--- src/rtl/tour_pkg.sv ---
// Shared constants and types for the knight-tour command replayer.
package tour_pkg;

    localparam int unsigned CMD_W  = 16;
    localparam int unsigned MOVE_W = 8;
    localparam int unsigned IDX_W  = 5;
    localparam int unsigned OP_W   = 4;
    localparam int unsigned HEAD_W = 8;
    localparam int unsigned SQ_W   = 4;

    localparam logic [OP_W-1:0] OP_MOVE    = 4'b0010;
    localparam logic [OP_W-1:0] OP_FANFARE = 4'b0011;

    localparam logic [HEAD_W-1:0] HEAD_NORTH = 8'h00;
    localparam logic [HEAD_W-1:0] HEAD_WEST  = 8'h3F;
    localparam logic [HEAD_W-1:0] HEAD_SOUTH = 8'h7F;
    localparam logic [HEAD_W-1:0] HEAD_EAST  = 8'hBF;

    localparam logic [7:0] RESP_DONE = 8'hA5;
    localparam logic [7:0] RESP_BUSY = 8'h5A;

    // Move-bit indices, named by (dx,dy)
    localparam int unsigned MV_E1_N2 = 0;
    localparam int unsigned MV_W1_N2 = 1;
    localparam int unsigned MV_W2_N1 = 2;
    localparam int unsigned MV_W2_S1 = 3;
    localparam int unsigned MV_W1_S2 = 4;
    localparam int unsigned MV_E1_S2 = 5;
    localparam int unsigned MV_E2_S1 = 6;
    localparam int unsigned MV_E2_N1 = 7;

    typedef enum logic [2:0] {
        ST_IDLE,
        ST_VERT,
        ST_HOLD_V,
        ST_HORZ,
        ST_HOLD_H
    } state_e;

    function automatic logic [CMD_W-1:0] mk_cmd(input logic [OP_W-1:0]   op,
                                                 input logic [HEAD_W-1:0] head,
                                                 input logic [SQ_W-1:0]   sq);
        return {op, head, sq};
    endfunction

endpackage

--- src/rtl/tour_move_dec.sv ---
// Splits a one-hot knight move into its vertical and horizontal robot commands.
module tour_move_dec
    import tour_pkg::*;
(
    input  logic [MOVE_W-1:0] move,
    output logic [CMD_W-1:0]  vert_cmd,
    output logic [CMD_W-1:0]  horz_cmd
);

    logic [HEAD_W-1:0] v_head;
    logic [HEAD_W-1:0] h_head;
    logic [SQ_W-1:0]   v_sq;
    logic [SQ_W-1:0]   h_sq;

    // Anything not exactly one-hot decodes to zero-square no-op commands
    always_comb begin
        v_head = HEAD_NORTH;
        h_head = HEAD_EAST;
        v_sq   = SQ_W'(0);
        h_sq   = SQ_W'(0);
        case (move)
            MOVE_W'(1) << MV_E1_N2: begin v_head = HEAD_NORTH; v_sq = 4'd2; h_head = HEAD_EAST; h_sq = 4'd1; end
            MOVE_W'(1) << MV_W1_N2: begin v_head = HEAD_NORTH; v_sq = 4'd2; h_head = HEAD_WEST; h_sq = 4'd1; end
            MOVE_W'(1) << MV_W2_N1: begin v_head = HEAD_NORTH; v_sq = 4'd1; h_head = HEAD_WEST; h_sq = 4'd2; end
            MOVE_W'(1) << MV_W2_S1: begin v_head = HEAD_SOUTH; v_sq = 4'd1; h_head = HEAD_WEST; h_sq = 4'd2; end
            MOVE_W'(1) << MV_W1_S2: begin v_head = HEAD_SOUTH; v_sq = 4'd2; h_head = HEAD_WEST; h_sq = 4'd1; end
            MOVE_W'(1) << MV_E1_S2: begin v_head = HEAD_SOUTH; v_sq = 4'd2; h_head = HEAD_EAST; h_sq = 4'd1; end
            MOVE_W'(1) << MV_E2_S1: begin v_head = HEAD_SOUTH; v_sq = 4'd1; h_head = HEAD_EAST; h_sq = 4'd2; end
            MOVE_W'(1) << MV_E2_N1: begin v_head = HEAD_NORTH; v_sq = 4'd1; h_head = HEAD_EAST; h_sq = 4'd2; end
            default: ;
        endcase
    end

    assign vert_cmd = mk_cmd(OP_MOVE, v_head, v_sq);
    assign horz_cmd = mk_cmd(OP_FANFARE, h_head, h_sq);

endmodule

--- src/rtl/tour_cmd.sv ---
// Replays a solved knight tour as robot commands, passing UART commands through when idle.
module tour_cmd
    import tour_pkg::*;
#(
    parameter int unsigned NUM_MOVES = 24
) (
    input  logic              clk,
    input  logic              rst_n,
    input  logic              start_tour,
    input  logic [MOVE_W-1:0] move,
    output logic [IDX_W-1:0]  mv_indx,
    input  logic [CMD_W-1:0]  cmd_UART,
    input  logic              cmd_rdy_UART,
    output logic [CMD_W-1:0]  cmd,
    output logic              cmd_rdy,
    input  logic              clr_cmd_rdy,
    input  logic              send_resp,
    output logic [7:0]        resp
);

    localparam logic [IDX_W-1:0] LAST_IDX = IDX_W'(NUM_MOVES - 1);

    state_e           state_q, state_d;
    logic [IDX_W-1:0] mv_indx_q, mv_indx_d;
    logic [CMD_W-1:0] vert_cmd;
    logic [CMD_W-1:0] horz_cmd;

    tour_move_dec u_dec (
        .move     (move),
        .vert_cmd (vert_cmd),
        .horz_cmd (horz_cmd)
    );

    always_ff @(posedge clk or negedge rst_n) begin
        if (!rst_n) begin
            state_q   <= ST_IDLE;
            mv_indx_q <= IDX_W'(0);
        end else begin
            state_q   <= state_d;
            mv_indx_q <= mv_indx_d;
        end
    end

    // Next-state and move index
    always_comb begin
        state_d   = state_q;
        mv_indx_d = mv_indx_q;
        case (state_q)
            ST_IDLE: begin
                if (start_tour) begin
                    state_d   = ST_VERT;
                    mv_indx_d = IDX_W'(0);
                end
            end
            ST_VERT:   if (clr_cmd_rdy) state_d = ST_HOLD_V;
            ST_HOLD_V: if (send_resp)   state_d = ST_HORZ;
            ST_HORZ:   if (clr_cmd_rdy) state_d = ST_HOLD_H;
            ST_HOLD_H: begin
                if (send_resp) begin
                    if (mv_indx_q == LAST_IDX) begin
                        state_d = ST_IDLE;
                    end else begin
                        state_d   = ST_VERT;
                        mv_indx_d = mv_indx_q + IDX_W'(1);
                    end
                end
            end
            default: state_d = ST_IDLE;
        endcase
    end

    // Command / response mux on state
    always_comb begin
        cmd     = cmd_UART;
        cmd_rdy = cmd_rdy_UART;
        resp    = RESP_BUSY;
        case (state_q)
            ST_IDLE: resp = RESP_DONE;
            ST_VERT: begin
                cmd     = vert_cmd;
                cmd_rdy = 1'b1;
            end
            ST_HOLD_V: begin
                cmd     = vert_cmd;
                cmd_rdy = 1'b0;
            end
            ST_HORZ: begin
                cmd     = horz_cmd;
                cmd_rdy = 1'b1;
            end
            ST_HOLD_H: begin
                cmd     = horz_cmd;
                cmd_rdy = 1'b0;
                if (mv_indx_q == LAST_IDX) resp = RESP_DONE;
            end
            default: ;
        endcase
    end

    assign mv_indx = mv_indx_q;

endmodule

--- config.mk ---
export PLATFORM = sky130hd
export DESIGN_NAME = tour_cmd
export DESIGN_NICKNAME = d
export VERILOG_FILES = /design/src/rtl/tour_pkg.sv /design/src/rtl/tour_move_dec.sv /design/src/rtl/tour_cmd.sv
export SDC_FILE = /design/constraint.sdc
export NUM_CORES = 1
export LEC_CHECK = 0
export ABC_AREA = 1
export CORE_ASPECT_RATIO = 1.2
export CORE_MARGIN = 3
export CORE_UTILIZATION = 43
export CTS_BUF_LIST = sky130_fd_sc_hd__clkbuf_16
export DETAILED_ROUTE_END_ITERATION = 10
export MAX_ROUTING_LAYER = met4
export PLACE_DENSITY = 0.82
export SLEW_MARGIN = 5
export SYNTH_ARGS = -nofsm -noshare
export SYNTH_HDL_FRONTEND = slang
export SYNTH_HIERARCHICAL = 1
export SYNTH_SLANG_ARGS = --single-unit
--- constraint.sdc ---
create_clock -name clk -period 2 [get_ports clk]
set_input_delay 0.5 -clock clk [delete_from_list [all_inputs] [get_ports clk]]
set_output_delay 0.5 -clock clk [all_outputs]
set_load 0.01 [all_outputs]
==> run metrics, run 1 <==
total power 4416 uW; top cell type's share of synthesized area 21.97%; GRT Resource Usage Total 24.61%; RSZ-0062 raised after global routing yes; vias per inst 5.417; worst vdd ir 1535 uV; Row Count 21; Adder-Cell Fraction of Synth Area 0.9042%; Syn. warnings 6; CTS buffer count 3; vias in the first global route 1762; Synth Area in Simple Gates 53.35%; largest net degree at the start of global routing 16; Port Buf Inserts 59; fmax 0.4802 GHz; TritonCTS clock tree built; die height 68.15 um; I/O pins 60; mux share of post-synthesis cell area 0%; Post-CTS Hold Buffers 0; Antenna Nets Post-Route 0; most area-consuming cells after synthesis nand2_1, buf_4, nand3_1, dfrtp_1, nor2_1; worst path arrival time 1.58 ns; clk_skew 0.001999 ns; share of layout cells above drive strength 1 48.24%; number of synthesized flops with an enable pin 0; Placed Area 1983 sq um; Crit. End Element primary output; Post-synth ARST share 100.0%; Yosys top cell by area nand2_1; Crit Path Category input pin to primary output; area delta synth->final 88.79%; main combinational cell family by area after synthesis simple AND/OR/NAND/NOR gates; Post-DP HPWL 3012 um; antenna violations before repair 0; DRT Pass-1 Iters 4; crit start category input pin; wire per inst 16.86 um; xor/xnor share of the synthesized area 0%; Max Slew Vio Count 0; setup slack after layout -0.08255 ns; Clock Tree Root clkbuf_16; post-synth design cell area 1384 sq um; CP Max Fanout 7; min cycle time layout 2.083 ns; Leak 0.001371 uW; crit-path most repeated cell nor2_2; Post-Synthesis Cells 247; Sink Count 8; gp weighted congestion 0.8650; r2r worst-path depth 10; pwr/cell area 1690 nW/um^2; GRT overflow 0; syn_area_per_cell 5.603 sq um; Die X 57.79 um; CP max-delay cell nor2_2; Initial Util 47.02%; final layout net count 373; top-count cell post-synth nand2_1; starting DRC count in detailed routing 154; first-pass GRT wire length 7472 um; final core utilization 88.78%; cells along the critical path buf_2 -> nor2_4 -> nand2_2 -> nor2_2 -> nor2_2 -> nand2_4 -> nand2_1 -> nand3_2 -> buf_6; Hold Path Class input pin to async pin; # H-tree levels 1; complex-gate fraction of the synthesized area 3.526%; full die area 3938 sq um; via count 2026; synth unique cells 21; Core Area 2943 sq um; Clk Latency, worst-skew pair 0.23 ns; Post-synth top cells nand2_1, nand3_1, buf_4, nor2_1, inv_1; CP required 1.50 ns; # setup viols final 17; CTS Buffer Depth 2; status finished, violations left; fin crit share 104.1%; clk slew on worst S/H paths 0.04 ns; Seq/Total Area, Yosys 14.47%; Setup TNS -0.8379 ns; Main synth FF type dfrtp_1; CP top delay family simple AND/OR/NAND/NOR gates; design area 2613 sq um; Final Non-Filler Cells 374; Critical Path Stages 9; final wirelength 6305 um; Critical Path Max Stage Delay 0.21 ns; max_cap viols 0; drt drc 0; dpl cells 343; violated checks negative setup slack; Worst Path Buf+Inv 2; FF+latch count, synth 8; Ant. Diodes 0; Final Hold Vio Count 0
## cells in the final DEF, fill, tap and decap left out, drive strengths merged
cell and count:
a21oi 2, buf 76, clkbuf 4, clkdlybuf4s15 4, clkdlybuf4s50 26, conb 20, dfrtp 8, dlygate4sd2 4
ha 1, inv 22, nand2 85, nand3 46, nand4 3, nor2 34, nor3 1, o21ai 4
## repair_timing
action | 4_1_cts | 5_1_grt
setup buffers | 14 | 11
endpoints found under the setup margin | 25 | 25
gates resized for setup | 141 | 80
cloned | 2 | 1
pin swaps | 22 | 28
## final cells by class
type	count	area, sq um
multi-input cells	196	1166
fillers	140	330.3
inverters	22	85.08
well taps	34	42.54
repair buffers	111	1041
clock buffers	3	75.07
flip-flops and latches	8	202.7
## where the power goes
part,internal [uW],switching (uW)
Sequential,206,42.1
Clock,258,82.3
Combinational,1920,1910
Total,2380,2030
## per-layer routing
metal  part of all wire (%)  routed length [um]  track usage [%]  up-vias
li1                       -                   -                -      915
met1                     33                2087            24.55      924
met2                     53                3323            46.89      142
met3                    6.8                 430            2.453       45
met4                    7.3                 463            13.04        0
met5                      0                   0                -        -
## sequential cells by signal, summed over array words and instances, names as in the netlist
name / cells
mv_indx: 5
state_q: 3
## through the flow
step	hold slack (ns)	worst slack (ns)
3_5_place_dp	0.5939	-0.9121
6_report	0.5562	-0.08255
4_1_cts	0.5824	-0.04709
3_3_place_gp	0.5625	-0.8475
5_1_grt	0.5930	-0.1557
2_1_floorplan	0.2044	0.01398
## path summary, 6_finish.rpt
kind,start,endpoint,slack [ns]
setup / recovery,move[1],cmd[7],-0.08
hold / removal,rst_n,mv_indx[2],0.56
setup reg to reg,state_q[1],state_q[1],0.35
hold reg to reg,mv_indx[1],mv_indx[1],0.61
max in group asynchronous,rst_n,state_q[1],1.14
min in group clk,mv_indx[1],mv_indx[1],0.61
## kinds of logic (layout without fill, tap and decap cells)
logic type | count (synthesis) | after routing
adder cells (fa/ha/maj) | 1 | 1
buffers and inverters | 61 | 136
AND/OR/NAND/NOR | 169 | 169
flip-flops | 8 | 8
other | 2 | 20
AO/OA/AOI/OAI | 6 | 6
No activity file was read; power rests on OpenSTA's default activity.
==> run 2, diff against run 1 <==
- MAX_ROUTING_LAYER: met4 -> default
- SLEW_MARGIN: 5 -> default
==> run 2 against run 1 <==
Net effect:
- the flow still finishes with violations (negative setup slack)
- global-route usage down 0.68 points
- fmax down 2.2%
- clock-buffer cell count unchanged
- first-iteration DRC count down 9.7%
- clock skew about the same
- largest power group unchanged
- combinational power about the same
- largest cell class unchanged
- register-to-register slack about the same
- critical path type unchanged
- worst hold slack better by 0.0078 ns
- highest routed layer unchanged
==> run metrics, run 2 (synthesis gave the netlist of run 1 again) <==
status finished, violations left; violated checks negative setup slack; GRT Resource Usage Total 23.93% (-0.68 points); Critical Path Max Stage Delay 0.24 ns (+0.03 ns); most frequent cells in the layout nand2_1, buf_4, nand3_2, buf_6, clkdlybuf4s50_1; worst path arrival time 1.63 ns (+0.05 ns); Crit Path Category input pin to primary output; commonest non-fill, non-tap cell in the layout nand2_1; max FFs per register 5 (unchanged); final core utilization 88.78% (unchanged); Clock Tree Root clkbuf_16; clk slew on worst S/H paths 0.04 ns (about the same); cells along the critical path buf_2 -> nor2_4 -> nand2_2 -> nor2_2 -> nor2_2 -> nand2_4 -> nand2_1 -> nand3_2 -> buf_6; pwr/cell area 1692 nW/um^2 (about the same); final wirelength 6428 um (+2.0%); crit start category input pin; area delta synth->final 88.79% (unchanged); first-pass GRT wire length 7465 um (about the same); Antenna Nets Post-Route 0 (unchanged); full die area 3938 sq um (unchanged); antenna violations before repair 0 (unchanged); Leak 0.001371 uW (unchanged); setup slack after layout -0.1292 ns (-0.04665 ns); CTS Buffer Depth 2 (unchanged); # setup viols final 16 (-1); Row Count 21 (unchanged); clk_skew 0.001978 ns (-0.00002124 ns); vias per inst 5.428 (+0.20%); drt drc 0 (unchanged); Die X 57.79 um (unchanged); r2r startpoint state_q[1]; # H-tree levels 1 (unchanged); starting DRC count in detailed routing 139 (-9.7%); CP Max Fanout 7 (unchanged); Ant. Diodes 0 (unchanged); fin crit share 106.5% (+2.3 points); GRT overflow 0 (unchanged); worst vdd ir 1535 uV (about the same); Clk Latency, worst-skew pair 0.23 ns (about the same); Port Buf Inserts 59 (unchanged); Worst Hold Slack 0.5640 ns (+0.007768 ns); Hold Path Class input pin to async pin; Initial Util 47.02% (unchanged); Final Hold Vio Count 0 (unchanged); I/O pins 60 (unchanged); gp weighted congestion 0.8515 (-1.6%); DRT Pass-1 Iters 4 (unchanged); CP max-delay cell nor2_2; Core Area 2943 sq um (unchanged); share of layout cells above drive strength 1 48.24% (unchanged); Max Slew Vio Count 0 (unchanged); fmax 0.4697 GHz (-2.2%); total power 4420 uW (about the same); vias in the first global route 1759 (-0.17%); CTS buffer count 3 (unchanged); CP required 1.50 ns (about the same); crit-path most repeated cell nor2_2; min cycle time layout 2.129 ns (+0.04665 ns); Crit. End Element primary output; TritonCTS clock tree built; final layout net count 373 (unchanged); wire per inst 17.19 um (+2.0%); RSZ-0062 raised after global routing yes; crit path launch move[1]; via count 2030 (+0.20%); die height 68.15 um (unchanged); max_cap viols 0 (unchanged); Sink Count 8 (unchanged); largest net degree at the start of global routing 16 (unchanged); Post-DP HPWL 3012 um (unchanged)
run 2: stage by stage:
| step | setup TNS (ns) | setup WS [ns] | instance area [sq um] | std cells |
|---|---|---|---|---|
| finish | -1.218 | -0.1292 | 2613 | 374 |
| global route | -1.921 | -0.1500 | 2613 | 374 |
| CTS | -0.2100 | -0.04709 | 2162 | 362 |
| detailed placement | -10.12 | -0.9121 | 1983 | 343 |
| global placement | -9.406 | -0.8475 | 1983 | 343 |
| floorplan | 0 | 0.01398 | 1451 | 265 |
run 2: final cells by class:
type,instances,area (sq um)
multi-input cells,196,1166
repair buffers,111,1041
fillers,140,330.3
flip-flops and latches,8,202.7
inverters,22,85.08
clock buffers,3,75.07
well taps,34,42.54
run 2: critical path, delay by kind of cell:
family | cells | cell delay (ns)
and+or+nand+nor | 7 | 0.87
buffers and inverters | 2 | 0.25
run 2: timing repair:
| action | 4_1_cts | 5_1_grt |
|---|---|---|
| gates cloned | 2 | 1 |
| hold buffers | 0 | 0 |
| pin swaps | 22 | 28 |
| setup buffers | 14 | 11 |
| setup endpoints to repair | 25 | 25 |
| resized for setup | 141 | 80 |
run 2: final timing paths:
kind	to	slack, ns	cells past startpoint
max	cmd[7]	-0.13	9
min	mv_indx[2]	0.56	1
max reg2reg	state_q[1]	0.35	10
min reg2reg	mv_indx[2]	0.62	3
max in group asynchronous	state_q[1]	1.13	1
min in group clk	mv_indx[2]	0.62	3
run 2: routing by layer:
metal | up-vias | GRT usage (%) | share of wire (%)
li1 | 910 | - | -
met1 | 963 | 24.55 | 35
met2 | 118 | 47.03 | 53
met3 | 39 | 2.453 | 5.7
met4 | 0 | 12.75 | 6.3
met5 | - | 0 | 0
run 2: power breakdown:
group / internal, uW / switching (uW) / leakage [uW] / total [uW]
sequential: 206 / 41.9 / 0.000105 / 248
combinational: 1920 / 1910 / 0.00123 / 3830
clock: 258 / 82.8 / 0.0000370 / 341
total: 2380 / 2040 / 0.00137 / 4420
==> run 3, diff against run 2 <==
- CAP_MARGIN: default -> 0
==> results of run 3 <==
Same layout as run 2: the final DEF is identical, and so are final timing and power.
